**config.mk**
```make
export PLATFORM = sky130hd
export DESIGN_NAME = sprite_motion_engine
export DESIGN_NICKNAME = d
export VERILOG_FILES = /design/src/rtl/sprite_motion_engine.sv
export SDC_FILE = /design/constraint.sdc
export NUM_CORES = 1
export LEC_CHECK = 0
export CAP_MARGIN = 20
export CELL_PAD_IN_SITES_DETAIL_PLACEMENT = 1
export CELL_PAD_IN_SITES_GLOBAL_PLACEMENT = 1
export CORE_MARGIN = 2
export CORE_UTILIZATION = 33
export DETAILED_ROUTE_END_ITERATION = 12
export DONT_BUFFER_PORTS = 1
export PLACE_DENSITY = 0.59
export SYNTH_ARGS = -nofsm -noshare
export SYNTH_HDL_FRONTEND = slang
export SYNTH_SLANG_ARGS = --single-unit
```
**constraint.sdc**
```tcl
create_clock -name frame_clk -period 8.5 [get_ports frame_clk]
set_input_delay 1.7 -clock frame_clk [delete_from_list [all_inputs] [get_ports frame_clk]]
set_output_delay 1.7 -clock frame_clk [all_outputs]
set_load 0.03 [all_outputs]
```
**src/rtl/sprite_motion_engine.sv**
```systemverilog
// rtl/sprite_motion_engine.sv - per-frame sprite motion: accel/decay velocity, clamped position, facing, wall stun
// Optional: define SPRITE_MOTION_BOUNCE_EN to reflect the hit-axis velocity instead of zeroing it.
module sprite_motion_engine #(
   parameter int H_RES       = 640,
   parameter int V_RES       = 480,
   parameter int SPR_W       = 32,
   parameter int SPR_H       = 32,
   parameter int X_START     = 304,
   parameter int Y_START     = 224,
   parameter int MAX_VEL     = 4,
   parameter int ACCEL       = 1,
   parameter int VEL_W       = 5,
   parameter int STUN_FRAMES = 8
) (
   input  logic                    frame_clk,
   input  logic                    rst,
   input  logic                    en,
   input  logic [3:0]              controls,
   output logic [10:0]             x_pos,
   output logic [10:0]             y_pos,
   output logic signed [VEL_W-1:0] x_vel,
   output logic signed [VEL_W-1:0] y_vel,
   output logic [2:0]              facing,
   output logic [3:0]              wall_hit,
   output logic [1:0]              state
);
   typedef enum logic [1:0] {S_IDLE = 2'd0, S_MOVE = 2'd1, S_STUN = 2'd2} state_t;

   localparam int CNT_W = (STUN_FRAMES > 1) ? $clog2(STUN_FRAMES) : 1;
   localparam logic [CNT_W-1:0]      L_STUN_LOAD = CNT_W'((STUN_FRAMES > 0) ? STUN_FRAMES - 1 : 0);
   localparam logic signed [VEL_W:0] L_MAX = (VEL_W + 1)'(MAX_VEL);
   localparam logic signed [VEL_W:0] L_ACC = (VEL_W + 1)'(ACCEL);
   localparam logic signed [11:0]    L_X_LIM = 12'(H_RES - SPR_W);
   localparam logic signed [11:0]    L_Y_LIM = 12'(V_RES - SPR_H);

   logic [10:0]             r_x_pos, r_y_pos;
   logic signed [VEL_W-1:0] r_x_vel, r_y_vel;
   logic [2:0]              r_facing;
   logic [3:0]              r_wall_hit;
   state_t                  r_state;
   logic [CNT_W-1:0]        r_cnt;

   // Direction codes: bit0 = positive axis direction, bit1 = negative; both clear = no input
   logic [1:0]              w_dx, w_dy;
   logic signed [11:0]      w_x_sum, w_y_sum;
   logic [3:0]              w_hit;
   logic [10:0]             w_x_pos_next, w_y_pos_next;
   logic signed [VEL_W-1:0] w_x_vel_next, w_y_vel_next;
   logic [2:0]              w_facing_next;
   state_t                  w_state_next;
   logic [CNT_W-1:0]        w_cnt_next;
   logic                    w_any_in, w_vel_nz;

   function automatic logic signed [VEL_W-1:0] f_vel_step(input logic signed [VEL_W-1:0] vel,
                                                          input logic [1:0] dir);
      logic signed [VEL_W:0] v;
      v = {vel[VEL_W-1], vel};
      case (dir)
         2'b01: begin
            v = v + L_ACC;
            if (v > L_MAX) v = L_MAX;
         end
         2'b10: begin
            v = v - L_ACC;
            if (v < -L_MAX) v = -L_MAX;
         end
         default: begin
            if (v > L_ACC)       v = v - L_ACC;
            else if (v < -L_ACC) v = v + L_ACC;
            else                 v = '0;
         end
      endcase
      return v[VEL_W-1:0];
   endfunction

   function automatic logic [2:0] f_facing(input logic [1:0] dx, input logic [1:0] dy,
                                           input logic [2:0] cur);
      logic [2:0] f;
      case ({dy, dx})
         4'b1000: f = 3'd0;
         4'b1001: f = 3'd1;
         4'b0001: f = 3'd2;
         4'b0101: f = 3'd3;
         4'b0100: f = 3'd4;
         4'b0110: f = 3'd5;
         4'b0010: f = 3'd6;
         4'b1010: f = 3'd7;
         default: f = cur;
      endcase
      return f;
   endfunction

   always_comb begin
      w_dx = 2'b00;
      w_dy = 2'b00;
      if (r_state != S_STUN) begin
         w_dx = {controls[1] & ~controls[2], controls[2] & ~controls[1]};
         w_dy = {controls[0] & ~controls[3], controls[3] & ~controls[0]};
      end
   end

   assign w_x_sum = signed'({1'b0, r_x_pos}) + 12'(r_x_vel);
   assign w_y_sum = signed'({1'b0, r_y_pos}) + 12'(r_y_vel);
   assign w_hit   = {w_y_sum > L_Y_LIM, w_y_sum < 12'sd0, w_x_sum > L_X_LIM, w_x_sum < 12'sd0};

   assign w_x_pos_next = w_hit[0] ? 11'd0 : (w_hit[1] ? L_X_LIM[10:0] : w_x_sum[10:0]);
   assign w_y_pos_next = w_hit[2] ? 11'd0 : (w_hit[3] ? L_Y_LIM[10:0] : w_y_sum[10:0]);

`ifdef SPRITE_MOTION_BOUNCE_EN
   assign w_x_vel_next = (w_hit[0] | w_hit[1]) ? -r_x_vel : f_vel_step(r_x_vel, w_dx);
   assign w_y_vel_next = (w_hit[2] | w_hit[3]) ? -r_y_vel : f_vel_step(r_y_vel, w_dy);
`else
   assign w_x_vel_next = (w_hit[0] | w_hit[1]) ? '0 : f_vel_step(r_x_vel, w_dx);
   assign w_y_vel_next = (w_hit[2] | w_hit[3]) ? '0 : f_vel_step(r_y_vel, w_dy);
`endif

   assign w_any_in      = |{w_dx, w_dy};
   assign w_vel_nz      = (w_x_vel_next != '0) || (w_y_vel_next != '0);
   assign w_facing_next = f_facing(w_dx, w_dy, r_facing);

   always_comb begin
      w_state_next = r_state;
      w_cnt_next   = r_cnt;
      if ((|w_hit) && (STUN_FRAMES > 0)) begin
         w_state_next = S_STUN;
         w_cnt_next   = L_STUN_LOAD;
      end else begin
         case (r_state)
            S_IDLE: if (w_any_in || w_vel_nz) w_state_next = S_MOVE;
            S_MOVE: if (!w_any_in && !w_vel_nz) w_state_next = S_IDLE;
            S_STUN: begin
               if (r_cnt == '0) w_state_next = w_vel_nz ? S_MOVE : S_IDLE;
               else             w_cnt_next   = r_cnt - CNT_W'(1);
            end
            default: w_state_next = S_IDLE;
         endcase
      end
   end

   always_ff @(posedge frame_clk or posedge rst) begin
      if (rst) begin
         r_x_pos    <= 11'(X_START);
         r_y_pos    <= 11'(Y_START);
         r_x_vel    <= '0;
         r_y_vel    <= '0;
         r_facing   <= 3'd0;
         r_wall_hit <= 4'd0;
         r_state    <= S_IDLE;
         r_cnt      <= '0;
      end else if (en) begin
         r_x_pos    <= w_x_pos_next;
         r_y_pos    <= w_y_pos_next;
         r_x_vel    <= w_x_vel_next;
         r_y_vel    <= w_y_vel_next;
         r_facing   <= w_facing_next;
         r_wall_hit <= w_hit;
         r_state    <= w_state_next;
         r_cnt      <= w_cnt_next;
      end else begin
         r_wall_hit <= 4'd0;
      end
   end

   assign x_pos    = r_x_pos;
   assign y_pos    = r_y_pos;
   assign x_vel    = r_x_vel;
   assign y_vel    = r_y_vel;
   assign facing   = r_facing;
   assign wall_hit = r_wall_hit;
   assign state    = r_state;
endmodule
```
* Yosys cells after proc, flatten, opt, wreduce, memory -nomap -nowiden *
Index checks and enable logic that the tools add are counted.

word-level totals
  word-level logic and storage cells = 101
  memories kept = 0
  input bits = 7
  memory bits (writable) = 0
  memory bits (read-only) = 0
  output and inout bits = 41
  latch bits = 0
  bits in registers = 44

operators by class
  eq/ne operators = 19
  divide/modulo/power cells = 0
  reduce and logical (&&, ||, !) cells = 16
  shift operators = 0
  $mul = 0
  magnitude comparators = 12
  bitwise operators = 10
  multiplexer cells = 29
  $add $sub $neg = 7

operators with widths
  kind                                                                               number
  5-bit two-way mux                                                                  10
  11-bit two-way mux                                                                 4
  12-bit by 5-bit adder with 12-bit output                                           2
  12-bit by 1-bit < comparator with 1-bit output, second input constant              2
  3-bit case mux with 8 select lines                                                 1
  5-bit case mux with 2 select lines                                                 2
  5-bit by 2-bit adder with 6-bit output, second input constant                      2
  4-bit by 3-bit equality test with 1-bit output, second input constant              3
  4-bit equality test, second input constant                                         3
  12-bit by 10-bit greater-than comparator with 1-bit output, second input constant  1
  12-bit by 11-bit greater-than comparator with 1-bit output, second input constant  1
  6-bit by 4-bit greater-than comparator with 1-bit output, second input constant    2
  6-bit by 3-bit < comparator with 1-bit output, second input constant               2
  2-bit two-way mux                                                                  6
  5-bit by 2-bit subtractor with 6-bit output, second input constant                 2
  5-bit by 2-bit greater-than comparator with 1-bit output, second input constant    2
  5-bit by 1-bit < comparator with 1-bit output, second input constant               2
  5-bit nonzero test                                                                 2
  3-bit two-way mux                                                                  3
  3-bit inequality test, second input constant                                       3
  8-bit nonzero test                                                                 1
  4-bit OR reduction                                                                 2
  2-bit by 1-bit equality test with 1-bit output, second input constant              3
  2-bit equality test, second input constant                                         3
  19 further kinds                                                                   29

* Depth between registers and ports, before layout *
Gate-level depths: netlist (run 1).

  word-level depth = 13
  gate-level depth with buffers = 13
  gate-level depth less buffers = 13

* Worst setup path after synthesis (run 1) *
No wires, ideal clock.

  path kind = input-to-reg
  start point = in controls[0]
  end point = reg r_state[0] (netlist: state[0])
  arrival = 3.824 ns
  stages on the path = 11
  buffers on the path = 1
  library setup time = 0.087 ns
  data required time = 8.413 ns
  setup slack = 4.589 ns
  path through = nand3b_1 > ha_1 > clkbuf_1 > nand2_1 > a2111oi_0 > a31oi_1 > a32oi_1 > nor4bb_1 > o2111ai_1 > o211ai_1 > a22oi_1

between the ends
  cells in the longest elaborated chain, start to end = 12
  elaborated cells on any way between the ends = 22
  classes of those cells = eq/ne (4); mux (7); bitwise (3); reduce/logical (8)

RTL lines
  what                                                                                   RTL line  RTL
  start, declared                                                                        18        input logic [3:0] controls,
  1-bit inverter                                                                         98        w_dy = {controls[0] & ~controls[3], controls[3] & ~controls[0]};
  1-bit AND                                                                              98
  2-bit two-way mux *                                                                    96        if (r_state != S_STUN) begin
  2-bit equality test or 2-bit by 1-bit equality test with 1-bit output (tied branches)  58        case (dir)
  5-bit case mux with 2 select lines                                                     58
  5-bit two-way mux                                                                      114       assign w_y_vel_next = (w_hit[2] | w_hit[3]) ? '0 : f_vel_step(r_y_vel, w_dy);
  5-bit nonzero test                                                                     118       assign w_vel_nz = (w_x_vel_next != '0) || (w_y_vel_next != '0);
  1-bit logical OR                                                                       118
  1-bit two-way mux or 1-bit zero test (tied branches)                                   132, 130
  2-bit two-way mux or 1-bit logical AND (tied branches)                                 132, 130
  2-bit case mux with 3 select lines or 3-bit inequality test (tied branches)            -
  2-bit two-way mux or 4-bit AND reduction (tied branches)                               -
  end signal, assigned                                                                   157       r_state <= w_state_next;
  end, declared                                                                          40        state_t r_state;

Mark *: on every way between the ends. The rest lies on a longest branch, timed or not. The select of a mux whose other input is x is not followed.
A chain may end at the register's enable or synchronous reset.

* Worst setup path in the final report (run 1) *
  start point = reg r_y_vel[0] (netlist: y_vel[0])
  end point = reg r_state[0] (netlist: state[0])

between the ends
  cells in the longest elaborated chain, start to end = 11
  elaborated cells on any way between the ends = 30
  classes of those cells = add/sub (3); order compare (6); eq/ne (3); mux (10); bitwise (1); reduce/logical (7)

RTL lines
  what                                                                                               RTL line  RTL
  start, declared                                                                                    37        logic signed [VEL_W-1:0] r_x_vel, r_y_vel;
  start signal, assigned                                                                             154       r_y_vel <= w_y_vel_next;
  parallel branches: the longest is 11 deep, another holds 12-bit by 5-bit adder with 12-bit output  -

Several ways; the timed one is not identified. The select of a mux whose other input is x is not followed.

==> results of run 1 <==
power groups by stage:
stage          clock (uW)  combinational, uW  sequential, uW
6_report              198               1080             552
5_1_grt               215               1200             569
4_1_cts               206               1080             554
3_5_place_dp            0               1070             559
3_3_place_gp            0               1060             555
2_1_floorplan           0                880             493
per-layer routing:
metal  vias up  wire (um)  share of wire
li1       1770          -              -
met1      1799       5472           0.48
met2        41       5547           0.48
met3        10        385          0.033
met4         0         95         0.0083
met5         -          0              0
state kept, by name (all words and copies together) (netlist names):
name	flops
facing	3
r_cnt	3
state	2
wall_hit	4
x_pos	11
x_vel	5
y_pos	11
y_vel	5
synthesized netlist by cell type, types with 3 or more instances:
library cell	count	area share
nand2b_1	11	0.017
and3_1	3	0.0046
dfrtp_1	38	0.23
a2111oi_0	3	0.0065
o31ai_1	10	0.019
o21a_1	6	0.011
xor2_1	7	0.015
o22ai_1	7	0.011
nand3b_1	5	0.0093
buf_2	4	0.0049
clkbuf_1	21	0.019
nor3_1	18	0.022
nand4_1	3	0.0046
a22o_1	3	0.0065
o211ai_1	4	0.0074
a31oi_1	8	0.012
nor2_1	31	0.029
o41ai_1	3	0.0065
inv_1	34	0.031
o2bb2ai_1	10	0.022
nor2b_1	8	0.012
ha_1	38	0.12
nor4_1	3	0.0046
o32ai_1	3	0.0065
or3_1	5	0.0077
o21bai_1	3	0.0056
nand3_1	19	0.023
xnor2_1	14	0.030
nand2_1	36	0.033
a21o_1	11	0.020
a21oi_1	34	0.042
o21ai_0	18	0.022
or4_1	5	0.0093
mux2_2	3	0.0083
dfstp_2	6	0.039
how the worst max path moves through the flow:
stage / from / endpoint / slack, ns / cells past startpoint
4_1_cts: y_vel[0] / state[0] / 4.59 / 12
2_1_floorplan: controls[0] / state[0] / 4.59 / 11
5_1_grt: y_vel[0] / state[0] / 4.31 / 12
6_report: y_vel[0] / state[0] / 4.59 / 12
3_5_place_dp: controls[0] / state[0] / 4.34 / 10
3_3_place_gp: controls[0] / state[0] / 4.46 / 10
through the flow:
step	cell area (um2)	std cells	power (uW)	util	setup WS, ns
after floorplan	4053	486	1373	-	4.589
after global placement	4149	610	1612	0.3454	4.460
after detailed placement	4149	610	1632	0.3454	4.345
after CTS	4287	617	1841	0.3569	4.589
after global routing	4307	618	1989	0.3585	4.312
final	4307	618	1826	0.3585	4.586
cell families after synthesis:
logic type | synth area share
AO/OA/AOI/OAI | 0.2813
adder cells (fa/ha/maj) | 0.1272
multiplexers | 0.01328
flip-flops | 0.2735
XOR/XNOR | 0.04539
AND/OR/NAND/NOR | 0.2007
buffers and inverters | 0.05866
layout make-up:
| class | count | area (um2) | area share |
|---|---|---|---|
| clock buffers | 5 | 125.1 | 0.02905 |
| clock inverters | 2 | 12.51 | 0.002905 |
| inverters | 34 | 127.6 | 0.02963 |
| multi-input cells | 382 | 2706 | 0.6284 |
| flip-flops and latches | 44 | 1109 | 0.2574 |
| well taps | 147 | 183.9 | 0.04271 |
| repair buffers | 4 | 42.54 | 0.009878 |
critical path, stage by stage (launching register included):
cell	delay (ns)
dfrtp_1	0.81
ha_1	0.30
inv_1	0.06
fa_1	0.39
nand2b_1	0.18
a21oi_1	0.25
o31ai_1	0.14
and3_1	0.20
a211oi_2	0.42
o311ai_4	0.38
o41ai_1	0.40
nand3_1	0.12
a22oi_1	0.18
==> metrics.md, run 1 <==
| Metric | Value |
|---|---|
| Worst hold path startpoint | y_pos[5] |
| Setup TNS | 0 ns |
| Period minus WS final | roughly 3.9 ns |
| First-pass GRT wire length | around 19000 um |
| Hold Path End | y_pos[5] |
| Seq/Total Area, Yosys | 0.2735 |
| Initial core utilization | 0.3374 |
| Die Y | about 110 um |
| Fillers | approximately 1500 |
| P&R area growth vs syn | 6.267% |
| Reg2reg setup slack | 4.59 ns |
| Most used routing layer | met2 |
| Most frequent cells in the layout | ha_1 (38), dfrtp_1 (38), nand2_1 (36), a21oi_1 (34), inv_1 (33) |
| Share of cells above drive strength 1 | 0.07219 |
| DP Wirelength | 8389 um |
| Switching share of power | 0.5448 |
| CTS sink cnt | between 40 and 50 |
| Synth Flop Type | dfrtp_1 |
| Vias | 3620 |
| Post-route DRC | 0 |
| Crit Reg-Reg Endpoint | state[0] |
| GR Util All Layers | 0.1772 |
| GP Congestion | a little over 0.8 |
| P per Cell Area | around 420 mW/mm2 |
| Antenna Violating Nets Remaining | 0 |
| Clk_lat worst skew | about 0.30 ns |
| Total wire length | around 12000 um |
| CP arrival | between 4 and 5 ns |
| Core area | between 0.01 and 0.015 mm2 |
| Synth Cell Area | just over 0.004 mm2 |
| Hold slack final | between 0.5 and 0.6 ns |
| FF+latch count, synth | 44 |
| Tightest Pin Transition | roughly 0.9 ns |
| CTS Buf Count | 5 |
| CTS clk-pin slew, worst paths | around 0.07 ns |
| Leakage | around 0.0019 uW |
| Mean Syn Cell Area | 8.339 um2 |
| CP Max Fanout | 15 |
| CTS tree | yes |
| Global route total overflow | 0 |
| Mapped Cells | between 400 and 500 |
| Die span in x | ~110 um |
| Longest Clk Path Bufs | 2 |
| Fmax | 0.2555 GHz |
| Rel. slew slack | 0.3884 |
| # IOs | 48 |
| Worst VDD drop | around 0.00016 V |
| Root Buffer | clkbuf_16 |
| Asr flop ratio synth | 1.000 |
| Number of diodes | 0 |
| DRT iter0 DRCs | 135 |
| RSZ-0062 raised after global routing | no |
| Final setup viols | 0 |
| H-tree depth | 2 |
| Die ar. | approximately 0.013 mm2 |
| Hold-fix buffers at CTS | 0 |
| Post-DR vias/cell | 5.858 |
| CP Capture Type | register |
| Wirelength per Cell | ~19 um |
| Gate power share | 0.589 |
| Hold Path Depth | 1 |
| Largest net degree at the start of global routing | 45 |
| Initial antenna violation count | 0 |
| Number of flops mapped to enable cells by yosys | 0 |
| Syn nets | 533 |
| R2R cell count | 12 |
| Max-cap viol count | 0 |
| Internal power | 831.2 uW |
| Hold Path Class | reg -> reg |
| Vias in the first global route | roughly 3600 |
| Final period utilization | 0.4605 |
| Psw | 994.9 uW |
| Hold Fails Final Rpt | 0 |
| Met1 GRT Util | 0.2377 |
| PortBufs | 0 |
| Crit path kind | reg -> reg |
| Req. time, crit path | around 8.7 ns |
| Max Slew Vio Count | 0 |
| Clk_skew | between 0.007 and 0.008 ns |
| Drt first pass iters | 4 |
| Met2 GRT Util | 0.3018 |
| Sequential power share | 0.302 |
| Status | finished clean |
| Worst r2r src | y_vel[0] |
| GR met3 Demand/Resource | 0.03216 |
| Yosys cell types | 70 |
| Total Nets Final | between 500 and 600 |
| Row cnt | 40 |
| Post_cts resized | 0 |
| Clock power share | 0.109 |
| Post-CTS setup repair buffer count | 0 |
| Worst Setup Start Kind | register |
| Yosys warnings | 0 |
Power figures use the tool's default switching activity.
==> run 2: changes to the inputs <==
ABC_AREA = 1   (was default)
PLACE_DENSITY = 0.65   (was 0.59)
clock period = 3.3 ns   (was 8.5 ns; I/O delays follow)
==> metrics.md, run 2 <==
| Metric | Value |
|---|---|
| Status | finished clean |
| Final period utilization | 0.8934 |
| Buf/Inv on CP | 3 |
| H-tree depth | 2 |
| Fmax | 0.3392 GHz |
| DRT iter0 DRCs | 170 |
| Period minus WS final | between 2 and 3 ns |
| Crit Reg-Reg Endpoint | state[1] |
| Crit-path leading delay family | simple AND/OR/NAND/NOR gates |
| GR met3 Demand/Resource | 0.04411 |
| Post-route DRC | 0 |
| Met1 GRT Util | 0.2311 |
| Total Nets Final | between 600 and 700 |
| Setup TNS | 0 ns |
| Mean Syn Cell Area | around 6.6 um2 |
| Leakage | ~0.0025 uW |
| CTS tree | yes |
| Crit path kind | reg -> reg |
| Root Buffer | clkbuf_16 |
| Tightest Pin Transition | between 0.5 and 0.6 ns |
| Clk_lat worst skew | around 0.3 ns |
| CTS sink cnt | 44 |
| Asr flop ratio synth | 1.000 |
| Worst r2r src | y_pos[0] |
| Most used routing layer | met2 |
| CP arrival | 3.13 ns |
| CP max-delay cell | dfrtp_2 |
| Core area | between 0.01 and 0.015 mm2 |
| CTS Buf Count | 5 |
| Die Y | roughly 120 um |
| CP dominant cell by count | nand2_1 |
| Total wire length | 12440 um |
| Initial core utilization | 0.3348 |
| Seq/Total Area, Yosys | 0.2656 |
| Max-cap viol count | 0 |
| Fillers | 1632 |
| GP Congestion | between 0.8 and 0.9 |
| Antenna Violating Nets Remaining | 0 |
| Met2 GRT Util | 0.3461 |
| Yosys cell types | between 40 and 50 |
| Critical Path Source | y_pos[0] |
| Wirelength per Cell | between 15 and 20 um |
| Share of cells above drive strength 1 | 0.1150 |
| Longest Clk Path Bufs | 2 |
| Worst VDD drop | approximately 0.00048 V |
| GR Util All Layers | 0.1927 |
| Most common cell after layout, fill and taps aside | nand2_1 |
| Crit-path max cell delay | 0.47 ns |
| Final setup viols | 0 |
| CP Capture Type | register |
| Largest net degree at the start of global routing | 45 |
| Hold slack final | roughly 0.13 ns |
| Yosys warnings | 0 |
| Post_cts resized | 0 |
| Die span in x | roughly 120 um |
| PortBufs | 0 |
| Number of diodes | 0 |
| P per Cell Area | ~1100 mW/mm2 |
| Worst path cell trace | ha_1 > inv_1 > fa_1 > inv_1 > nand2_1 > nand2_1 > nand3_1 > nand2_1 > nand2_1 > nand2_1 > nor2_1 > nand3_1 > nand2_2 > nor2_2 > o21ai_2 > nand2_2 > nor2_4 > nand3_2 > nand2_1 > inv_1 > nand2_2 > nand2_1 > nand2_1 |
| Number of flops mapped to enable cells by yosys | 0 |
| Post-DR vias/cell | 5.038 |
| Req. time, crit path | between 3 and 4 ns |
| Hold Path Class | in -> async |
| Syn nets | roughly 680 |
| Synth Cell Area | around 0.0042 mm2 |
| Drt first pass iters | 4 |
| R2R cell count | 23 |
| Cell taking the most area after synthesis | dfrtp_1 |
| CP Max Fanout | 5 |
| Initial antenna violation count | 0 |
| P&R area growth vs syn | 10.88% |
| Row cnt | 41 |
| Count leader, synth | nand2_1 |
| Worst Setup Start Kind | register |
| Die ar. | between 0.01 and 0.015 mm2 |
| RSZ-0062 raised after global routing | no |
| Commonest cells in the netlist | nand2_1 (195), inv_1 (84), nand3_1 (56) |
| Hold-fix buffers at CTS | 0 |
| Global route total overflow | 0 |
| Rel. slew slack | 0.6037 |
| Hold Fails Final Rpt | 0 |
| DP Wirelength | about 10000 um |
| Mapped Cells | 637 |
| Post-CTS setup repair buffer count | 0 |
| Max Slew Vio Count | 0 |
| Synth top area share | 0.2278 |
| Clk_skew | between 0.009 and 0.01 ns |
| # IOs | 48 |
| Synth Flop Type | dfrtp_1 |
| Vias | approximately 4200 |
| CTS clk-pin slew, worst paths | 0.06 ns |
| Most frequent cells in the layout | nand2_1 (195), inv_1 (83), nand3_1 (56), nor2_1 (45), ha_1 (38) |
| Top cells by area in the synthesized netlist | dfrtp_1 (23%), nand2_1 (18%), ha_1 (11%), inv_1 (7.6%), nand3_1 (6.7%) |
| First-pass GRT wire length | 20580 um |
| FF+latch count, synth | between 40 and 50 |
| Reg2reg setup slack | 0.35 ns |
| CP Depth | 23 |
| Vias in the first global route | approximately 4300 |
[run 2: cell types whose count changed in the layout (fill, tap and decap cells not counted), sizes merged, moves of 10 or more]
| cell | previous run | this run |
|---|---|---|
| nand3 | 20 | 60 |
| xnor2 | 14 | 1 |
| nand2 | 38 | 202 |
| inv | 34 | 98 |
| buf | 4 | 18 |
| a21o | 11 | 1 |
| o2bb2ai | 10 | 0 |
| o21ai | 19 | 39 |
| o31ai | 10 | 0 |
| nand2b | 11 | 0 |
| nor3 | 18 | 7 |
| nor2 | 31 | 53 |
[run 2: cell families after synthesis]
logic type | after synthesis | share of synthesized area
buf+inv | 111 | 0.1013
flops | 44 | 0.2656
compound gates | 97 | 0.1412
fa+ha+maj | 40 | 0.1235
simple gates | 341 | 0.3582
xor+xnor | 4 | 0.01019
[run 2: report_power, final]
group	internal [uW]	total [uW]	switching [uW]
logic	1110	3350	2240
clock network	280	498	217
registers	767	1160	393
total	2160	5010	2850
[run 2: how the worst max path moves through the flow]
stage / endpoint / slack [ns]
floorplan: state[1] / 0.57
global placement: state[1] / 0.32
detailed placement: state[0] / 0.23
CTS: state[0] / 0.22
global route: state[1] / 0.001
finish: state[1] / 0.35
[run 2: metrics by stage]
| stage | setup slack, ns | power, uW | instance area [um2] | cells | util |
|---|---|---|---|---|---|
| after floorplan | 0.5687 | 3675 | 4174 | 637 | - |
| after global placement | 0.3226 | 4427 | 4469 | 815 | 0.3585 |
| after detailed placement | 0.2317 | 4518 | 4469 | 815 | 0.3585 |
| after CTS | 0.2177 | 5051 | 4607 | 823 | 0.3696 |
| after global routing | 0.001084 | 5530 | 4628 | 824 | 0.3713 |
| final | 0.3516 | 5006 | 4628 | 824 | 0.3713 |
[run 2: layout make-up]
class / instances / area, um2 / area share
multi-input cells: 482 / 2643 / 0.5710
flip-flops and latches: 44 / 1110 / 0.2398
inverters: 100 / 375.4 / 0.08110
well taps: 172 / 215.2 / 0.04650
repair buffers: 18 / 147.6 / 0.03190
clock buffers: 7 / 132.6 / 0.02866
clock inverters: 1 / 5.005 / 0.001081
[run 2: metal layers]
layer	vias up	part of all wire	routed length (um)
li1	2098	-	-
met3	11	0.037	463
met4	0	0.016	194
met1	1985	0.45	5632
met5	-	0	0
met2	57	0.49	6144
==> run 3: changes to the inputs <==
--- a/constraint.sdc
+++ b/constraint.sdc
@@ -3,2 +3,2 @@
 set_output_delay 0.66 -clock frame_clk [all_outputs]
-set_load 0.03 [all_outputs]
+set_load 0.005 [all_outputs]
==> metrics.md, run 3 (same netlist as run 2, synthesis figures left out) <==
| Metric | Value |
|---|---|
| Crit-path max cell delay | roughly 0.46 ns |
| PortBufs | 0 |
| Total wire length | approximately 12000 um |
| Clk_skew | approximately 0.0074 ns |
| Post-CTS setup repair buffer count | 0 |
| Worst Setup Start Kind | register |
| RSZ-0062 raised after global routing | no |
| Longest Clk Path Bufs | 2 |
| Global route total overflow | 0 |
| Crit path kind | reg -> reg |
| Post_cts resized | 0 |
| CTS clk-pin slew, worst paths | approximately 0.070 ns |
| GR Util All Layers | 0.1950 |
| Crit-path leading delay family | simple AND/OR/NAND/NOR gates |
| Vias in the first global route | approximately 4300 |
| Rel. slew slack | 0.6335 |
| Initial antenna violation count | 0 |
| DP Area | 0.004409 mm2 |
| Tightest Pin Transition | around 0.55 ns |
| CTS tree | yes |
| # IOs | 48 |
| Antenna Violating Nets Remaining | 0 |
| Number of diodes | 0 |
| Root Buffer | clkbuf_16 |
| Fillers | between 1500 and 2000 |
| Period minus WS final | approximately 2.9 ns |
| Setup TNS | 0 ns |
| CP Max Fanout | 9 |
| Buf/Inv on CP | 4 |
| Largest net degree at the start of global routing | 45 |
| Hold-fix buffers at CTS | 0 |
| DP Wirelength | about 10000 um |
| Row cnt | 41 |
| Post-DR vias/cell | ~5 |
| CP arrival | 3.14 ns |
| Initial core utilization | 0.3348 |
| Total Nets Final | 690 |
| Design area | around 0.0046 mm2 |
| GP Congestion | 0.8875 |
| Die Y | about 120 um |
| Final period utilization | 0.8929 |
| CTS Buf Count | 5 |
| Share of cells above drive strength 1 | 0.1087 |
| CP dominant cell by count | nand2_1 |
| Final setup viols | 0 |
| Hold Fails Final Rpt | 0 |
| H-tree depth | 2 |
| Drt first pass iters | 4 |
| Wirelength per Cell | around 15 um |
| DRT iter0 DRCs | between 100 and 150 |
| P&R area growth vs syn | 9.832% |
| Worst VDD drop | around 0.00042 V |
| Status | finished clean |
| Most frequent cells in the layout | nand2_1 (195), inv_1 (83), nand3_1 (56), nor2_1 (45) |
| Post-route DRC | 0 |
| Worst path cell trace | ha_2 > inv_1 > fa_1 > inv_1 > nand2_1 > nand2_1 > nand3_1 > nand2_1 > nand2_1 > nand2_1 > nor2_1 > nand3_1 > nand2_2 > inv_2 > nand2_4 > nor2_2 > nor2_4 > nand3_2 > nand2_1 > inv_1 > nand2_2 > nand2_1 > nand2_1 |
| Max-cap viol count | 0 |
| Die ar. | about 0.014 mm2 |
| Leakage | around 0.0024 uW |
| CTS sink cnt | 44 |
| Fmax | between 0.3 and 0.4 GHz |
| CP Capture Type | register |
| Req. time, crit path | about 3.5 ns |
| Most common cell after layout, fill and taps aside | nand2_1 |
| Core area | 0.01247 mm2 |
| CP max-delay cell | dfrtp_2 |
| Hold Path Class | in -> async |
| Die span in x | 116.5 um |
| P per Cell Area | 1013 mW/mm2 |
| Vias | between 4000 and 5000 |
| First-pass GRT wire length | approximately 21000 um |
| Max Slew Vio Count | 0 |
| Clk_lat worst skew | 0.30 ns |
## run 3: power breakdown
| part | internal [uW] | switching, uW | leakage [uW] |
|---|---|---|---|
| clock | 280 | 234 | 0.0000669 |
| sequential | 766 | 257 | 0.000551 |
| combinational | 1080 | 2030 | 0.00181 |
## run 3: final cells by class
| class | instances | area [um2] | area share |
|---|---|---|---|
| Tap cell | 172 | 215.2 | 0.04694 |
| Clock buffer | 6 | 128.9 | 0.02811 |
| Timing Repair Buffer | 10 | 87.58 | 0.01910 |
| Inverter | 100 | 375.4 | 0.08188 |
| Clock inverter | 2 | 12.51 | 0.002729 |
| Multi-Input combinational cell | 482 | 2655 | 0.5791 |
| Sequential cell | 44 | 1110 | 0.2421 |
## run 3: per-stage QoR
stage                       util  power, uW  worst slack (ns)  hold slack [ns]  std cells
after floorplan                -       3342            0.6285           0.4515        637
after global routing      0.3678       5189          0.003560           0.1209        816
after detailed placement  0.3537       4131            0.1789           0.4742        807
after global placement    0.3537       4018            0.2912           0.4677        807
after CTS                 0.3651       4682            0.1516           0.4063        815
final                     0.3678       4644            0.3534           0.1246        816
## run 3: layer usage
metal,vias to the layer above,part of all wire,GRT usage
met5,-,0,0
met4,0,0.021,0.06508
met3,17,0.039,0.04048
met2,56,0.49,0.3465
met1,1974,0.45,0.2342
li1,2088,-,-
## run 3: path summary, 6_finish.rpt
check | start | cells past startpoint | slack, ns | endpoint
max | y_vel[0] | 23 | 0.35 | state[1]
min in group frame_clk | en | 1 | 0.42 | y_pos[10]
min reg2reg | r_cnt[2] | 2 | 0.48 | r_cnt[2]
max reg2reg | y_vel[0] | 23 | 0.35 | state[1]
min | rst | 1 | 0.12 | wall_hit[1]
max in group asynchronous | rst | 2 | 2.66 | y_pos[5]
